<file path="config.mk">
export PLATFORM = sky130hd
export DESIGN_NAME = freq_bcd_accum
export DESIGN_NICKNAME = d
export VERILOG_FILES = /design/src/rtl/freq_ctr_pkg.sv /design/src/rtl/freq_bcd_accum_decade.sv /design/src/rtl/freq_bcd_accum.sv
export SDC_FILE = /design/constraint.sdc
export NUM_CORES = 1
export LEC_CHECK = 0
export ABC_AREA = 1
export CAP_MARGIN = 10
export CORE_MARGIN = 5
export CORE_UTILIZATION = 51
export CTS_BUF_LIST = sky130_fd_sc_hd__clkbuf_16
export DETAILED_ROUTE_END_ITERATION = 7
export PLACE_DENSITY = 0.68
export SLEW_MARGIN = 10
export SYNTH_ARGS = -nofsm -noshare
export SYNTH_HDL_FRONTEND = slang
export SYNTH_SLANG_ARGS = --single-unit
</file>
<file path="constraint.sdc">
create_clock -name fpga_clk -period 3.3 [get_ports fpga_clk]
set_input_delay 0.66 -clock fpga_clk [delete_from_list [all_inputs] [get_ports fpga_clk]]
set_output_delay 0.66 -clock fpga_clk [all_outputs]
set_load 0.1 [all_outputs]
</file>
<file path="src/rtl/freq_ctr_pkg.sv">
// Shared types and constants for the frequency-counter BCD datapath.
// Imported by bcd_decade and freq_bcd_accum.
package freq_ctr_pkg;

  localparam int NUM_DIGITS_DEF = 8;

  typedef logic [3:0] bcd_digit_t;

  localparam bcd_digit_t BCD_MAX    = 4'd9;
  localparam bcd_digit_t BLANK_CODE = 4'hF;

  // Decimal successor of one decade: 9 rolls back to 0.
  function automatic bcd_digit_t bcd_inc(input bcd_digit_t d);
    return (d == BCD_MAX) ? 4'd0 : d + 4'd1;
  endfunction

endpackage

</file>
<file path="src/rtl/freq_bcd_accum_decade.sv">
// One BCD decade of the running count: steps on en_in, clears on clr,
// and passes the enable onward when it is about to roll over.
module bcd_decade
  import freq_ctr_pkg::*;
(
  input  logic       fpga_clk,
  input  logic       nreset,
  input  logic       en_in,
  input  logic       clr,
  output logic [3:0] digit,
  output logic       en_out
);

  bcd_digit_t digit_q;
  bcd_digit_t digit_d;

  // Clear wins over a same-cycle enable, so a pulse arriving with reset_ctr is dropped.
  // NOTE: every combinational output gets a default first so no path leaves it unassigned (no latch).
  always_comb begin
    digit_d = digit_q;
    if (clr) begin
      digit_d = '0;
    end else if (en_in) begin
      digit_d = bcd_inc(digit_q);
    end
  end

  // NOTE: sequential state uses non-blocking assignments so all flops update together at the edge.
  always_ff @(posedge fpga_clk or negedge nreset) begin
    if (!nreset) begin
      digit_q <= '0;
    end else begin
      digit_q <= digit_d;
    end
  end

  assign digit  = digit_q;
  assign en_out = en_in && (digit_q == BCD_MAX);

endmodule

</file>
<file path="src/rtl/freq_bcd_accum.sv">
// 8-decade BCD event accumulator with gate-end capture, leading-zero blanking
// and digit readout. Define BCD_SATURATE_EN to hold at 99999999 instead of wrapping.
module freq_bcd_accum
  import freq_ctr_pkg::*;
#(
  parameter int         NUM_DIGITS = NUM_DIGITS_DEF,
  parameter logic [3:0] BLANK_CODE = freq_ctr_pkg::BLANK_CODE,
  localparam int        SEL_W      = (NUM_DIGITS > 1) ? $clog2(NUM_DIGITS) : 1
) (
  input  logic             fpga_clk,
  input  logic             nreset,
  input  logic             clk_enable,
  input  logic             latchit,
  input  logic             reset_ctr,
  input  logic [SEL_W-1:0] digit_select,
  output logic [3:0]       digit_muxed,
  output logic             carry_out
);

  localparam logic [NUM_DIGITS-1:0] BLANK_RST = ~NUM_DIGITS'(1);

  logic [NUM_DIGITS-1:0][3:0] run_digits;
  logic [NUM_DIGITS:0]        en_chain;
  logic                       inc_en;
  logic                       carry_d;
  logic                       carry_q;

  logic [NUM_DIGITS-1:0][3:0] latch_q;
  logic [NUM_DIGITS-1:0]      blank_q;
  logic [NUM_DIGITS-1:0]      blank_d;

  assign en_chain[0] = inc_en;

  for (genvar k = 0; k < NUM_DIGITS; k++) begin : g_dec
    bcd_decade u_dec (
      .fpga_clk (fpga_clk),
      .nreset   (nreset),
      .en_in    (en_chain[k]),
      .clr      (reset_ctr),
      .digit    (run_digits[k]),
      .en_out   (en_chain[k+1])
    );
  end

`ifdef BCD_SATURATE_EN
  logic all_nine;
  logic ovf_q;
  logic ovf_d;

  always_comb begin
    all_nine = 1'b1;
    for (int k = 0; k < NUM_DIGITS; k++) begin
      all_nine = all_nine && (run_digits[k] == BCD_MAX);
    end
  end

  // Increments stop at full scale; the first refused pulse flags over-range once.
  assign inc_en = clk_enable && !all_nine;

  always_comb begin
    ovf_d   = ovf_q;
    carry_d = 1'b0;
    if (reset_ctr) begin
      ovf_d = 1'b0;
    end else if (clk_enable && all_nine && !ovf_q) begin
      ovf_d   = 1'b1;
      carry_d = 1'b1;
    end
  end

  always_ff @(posedge fpga_clk or negedge nreset) begin
    if (!nreset) begin
      ovf_q <= 1'b0;
    end else begin
      ovf_q <= ovf_d;
    end
  end
`else
  assign inc_en  = clk_enable;
  // Enable rippling out of the top decade means 99999999 just rolled to zero.
  assign carry_d = en_chain[NUM_DIGITS] && !reset_ctr;
`endif

  // Digit k (k >= 1) is a leading zero when it and every higher decade are zero.
  always_comb begin
    logic zero_above;
    zero_above = 1'b1;
    blank_d    = '0;
    for (int k = NUM_DIGITS - 1; k >= 1; k--) begin
      zero_above = zero_above && (run_digits[k] == 4'd0);
      blank_d[k] = zero_above;
    end
  end

  // NOTE: the display latch is a small register array, not a RAM, so it is reset with the rest of the state.
  always_ff @(posedge fpga_clk or negedge nreset) begin
    if (!nreset) begin
      latch_q <= '0;
      blank_q <= BLANK_RST;
      carry_q <= 1'b0;
    end else begin
      carry_q <= carry_d;
      if (latchit) begin
        latch_q <= run_digits;
        blank_q <= blank_d;
      end
    end
  end

  assign carry_out = carry_q;

  always_comb begin
    digit_muxed = BLANK_CODE;
    if (int'({1'b0, digit_select}) < NUM_DIGITS && !blank_q[digit_select]) begin
      digit_muxed = latch_q[digit_select];
    end
  end

endmodule
</file>
* After elaboration in Yosys (flattened, before gate mapping)
Cells that the tools add are included.
Widths: inputs -> output; s select.
** Cells by class
- Reduce and logical (&&, ||, !) cells :: 31
- Eq/ne operators :: 8
- $add $sub $neg :: 8
- Multiplexer cells :: 29
- Order comparisons :: 1
** Operator list (number)
- $mux 4 :: 26
- $add 4x1->4 const B :: 8
- $eq 4x4->1 const B :: 8
- $logic_not 4->1 :: 7
- $reduce_bool 2->1 :: 8
- $logic_and 1x1->1 :: 15
- $bmux 4 s3 :: 1
- $lt 3x4->1 const B :: 1
- $bmux 1 s3 :: 1
- $logic_not 1->1 :: 1
- $mux 1 :: 1
** Storage, ports and cells
- Register bits after elaboration :: 72
- Input bits :: 8

* Depth between registers and ports, before layout
- Word-level depth :: 10
- Mapped depth :: 10

* By module
A second synthesis with hierarchy kept.
** Second synthesis, totals
- Cells, all modules :: 578
- Area total of the unflattened synthesis :: 4124.0 sq um
** By module, submodules not included
- bcd_decade :: cells an instance 40, area each 265.3 sq um, seq. area each 100.1 sq um, times used 8
- freq_bcd_accum :: cells an instance 258, area each 2001.9 sq um, seq. area each 1009.7 sq um, times used 1

* Worst setup path before layout
OpenSTA, ideal clock, no wires.
- Path type :: in2out
- From :: in digit_select[1]
- To :: out digit_muxed[0]
- Stages :: 7
- Slack :: 567 ps
- Buffers on the path :: 2
- Data arrival time :: 2073 ps
- Path through :: buf_2 inv_1 buf_4 o21ai_0 o211ai_1 nand2_1 nand3_1
** On the way
- Longest elaborated chain between the ends :: 3
** Ends and longest elaborated chain
- start, declared :: RTL line freq_bcd_accum.sv:15 : input logic [SEL_W-1:0] digit_select,
- $bmux 4 s3 or $bmux 1 s3 (tied branches) :: RTL line freq_bcd_accum.sv:115, freq_bcd_accum.sv:114
- $mux 4 (implied by the code) or $mux 1 (tied branches) :: RTL line freq_bcd_accum.sv:115, freq_bcd_accum.sv:114
- $mux 4 * :: RTL line freq_bcd_accum.sv:114 : if (int'({1'b0, digit_select}) < NUM_DIGITS && !blank_q[digit_select]) begin
- end, declared :: RTL line freq_bcd_accum.sv:16 : output logic [3:0] digit_muxed,
Every way passes the cells marked *; elsewhere a longest branch is shown, timed or not. The select of a mux whose other input is x is not followed.

* Final worst setup path
- From :: in digit_select[1]
- To :: out digit_muxed[1]
Same word-level chain as after synthesis.

==> results_dict.tcl <==
set metrics [dict create \
    yosysTopAreaCellShare 0.4179 \
    synth_edf_count 0 \
    core_um2 7331 \
    tns_ns 0 \
    postCtsSetupRepairBufs 0 \
    synth_area_um2 3892 \
    layout_common_cells "nand2_1 (104), dfrtp_1 (65), inv_1 (61)" \
    p_per_area_nw_per_um2 523.1 \
    synth.avg_cell_area_um2 8.264 \
    antenna_cells 0 \
    netlist_instances 471 \
    hpwl_um 6112 \
    fin_util 0.5989 \
    grt_util_all_layers 0.1868 \
    cts_tree "built" \
    gr-total-overflow 0 \
    fin_area_um2 4390 \
    synth_cell_types 33 \
    clk_pin_slew_worst_paths_ns 0.06 \
    finalCritPeriodShare 0.8545 \
    fp.dieH_um 97.37 \
    cts_resized 0 \
    cts_sinks 72 \
    place_area_um2 4124 \
    synthesis.nets 496 \
    first_pass_iters 4 \
    path_class "in -> out" \
    critical_path.max_fanout 12 \
    cap_violations 0 \
    rsz0062_at_grt "false" \
    cts.path.max_buffers 2 \
    cp.arrival_ns 2.16 \
    ys.flop_type "dfrtp_1" \
    fin_nets 508 \
    start_util 0.5310 \
    drive_gt1_frac 0.1148 \
    cts_inserted_buffers 9 \
    cp.required_ns 2.64 \
    fin_crit_ns 2.820 \
    ir_worst_vdd_v 0.0002980 \
    clk_latency_ns 0.32 \
    yosysTopAreaCell "dfrtp_1" \
    ant_nets 0 \
    setup_violations 0 \
    vias 3114 \
    finalWirelength_um 8401 \
    fin_worst_skew_ns 0.005075 \
    final_common_cell "nand2_1" \
    ioPinCount 13 \
    synth_area_leaders "dfrtp_1 (42%), nand2_1 (10%), o21ai_0 (7.7%)" \
    holdBufCountCts 0 \
    die_width_um 97.37 \
    areaGrowthSynthToFinish_pct 12.79 \
    num_rows 31 \
    antenna_found_initial 0 \
    status "finished, final reports clean" \
    h-tree-depth 3 \
    place.gp.congestion 0.8644 \
    clock-root-buffer "clkbuf_16" \
    drc_errors 0 \
    cp-start-kind "primary input" \
    ys_ff_latch 72 \
    die_area_um2 9480 \
    worst_setup_path_end_kind "output port" \
    nFillCells 642 \
    leakage_nw 2.009 \
    drtIter0Drc 211 \
    wl_per_cell_um 14.31 \
    grt_pass1_wl_um 14540 \
    io_buffers 12 \
    ys_seq_area_frac 0.4651 \
    routed_via_density 5.305 \
    maxSlewHeadroom 0.3857 \
    synthArstFlopShare 1.000 \
    drv_slew 0 \
    max_freq_ghz 0.3546 \
    hold_viol 0 \
    hp-class "in -> async" \
    grt_pass1_vias 3010 \
    worst_pin_slew_ns 0.9204 \
    yosys_warnings 0 \
    grt_max_degree 39 \
]
-- path summary, 6_finish.rpt --
check,from,slack [ns],endpoint,cells after the start
setup / recovery,digit_select[1],0.48,digit_muxed[1],7
hold / removal,nreset,0.32,latch_q[6],1
setup reg to reg,g_dec[1].u_dec.digit[1],1.58,g_dec[6].u_dec.digit[2],9
hold reg to reg,blank_q[1],0.47,blank_q[1],2
max in group asynchronous,nreset,2.15,blank_q[6],2
min in group fpga_clk,blank_q[1],0.47,blank_q[1],2
-- Yosys cell counts, types with 2 or more instances --
cell / n
buf_2: 3
dfstp_2: 7
nor2_4: 3
o21ai_2: 5
o21ai_0: 60
ha_1: 17
nand3b_1: 3
dfrtp_1: 65
inv_1: 60
nand2_2: 2
nand4_4: 2
nand4_2: 2
nor3_1: 2
nand4_1: 18
nor2_1: 27
xor2_1: 8
o21ai_1: 4
nand2_1: 104
clkbuf_1: 10
inv_2: 4
a21oi_1: 22
nand2_4: 3
nand3_1: 25
o22ai_1: 6
-- cell families (layout without fill, tap and decap cells) --
| kind of cell | Yosys count | after routing | share of synthesized area |
|---|---|---|---|
| xor gates and xnor gates | 9 | 9 | 0.02025 |
| AOI/OAI and AO/OA | 99 | 99 | 0.1353 |
| and+or+nand+nor | 194 | 194 | 0.2417 |
| buffers and inverters | 80 | 97 | 0.08293 |
| DFF | 72 | 72 | 0.4651 |
| adders and majority gates | 17 | 17 | 0.05464 |
-- routing by layer --
metal  GRT usage  up-vias  wire (um)
li1            -     1576          -
met1      0.2763     1474       4207
met2      0.2725       56       3813
met3     0.03159        8        292
met4     0.07242        0         89
met5           0        -          0
-- critical path: stages --
cell	delay, ns
clkdlybuf4s50_1	0.42
inv_1	0.29
o21ai_0	0.15
o211ai_1	0.18
nand2_1	0.12
nand3_1	0.14
buf_12	0.19
-- cell type report --
cell class / instances / area [um^2] / share of cell area
Sequential cell: 72 / 1810 / 0.4124
Multi-Input combinational cell: 319 / 1759 / 0.4007
Inverter: 64 / 240.2 / 0.05472
Clock buffer: 9 / 225.2 / 0.05130
Timing Repair Buffer: 17 / 190.2 / 0.04332
Tap cell: 99 / 123.9 / 0.02821
Clock inverter: 7 / 41.29 / 0.009404
-- flip-flops by register name, indices dropped and copies added, names as in the netlist --
name               flops
blank_q                7
carry_out              1
g_dec.u_dec.digit     32
latch_q               32
-- per-stage QoR --
stage	hold slack, ns	setup slack [ns]	power [mW]	instances
CTS	0.3252	0.4925	2.314	587
global placement	0.4645	0.5226	1.432	571
detailed placement	0.4625	0.5014	1.444	571
floorplan	0.3644	0.5668	1.302	471
finish	0.3189	0.4802	2.297	587
global route	0.3709	0.3568	2.404	587
-- where the power goes --
group / internal, mW / total [mW] / switching (mW)
Combinational: 0.124 / 0.382 / 0.258
Sequential: 0.982 / 1.05 / 0.0681
Clock: 0.501 / 0.864 / 0.363
Total: 1.61 / 2.30 / 0.689
No activity file was read; power rests on OpenSTA's default activity.
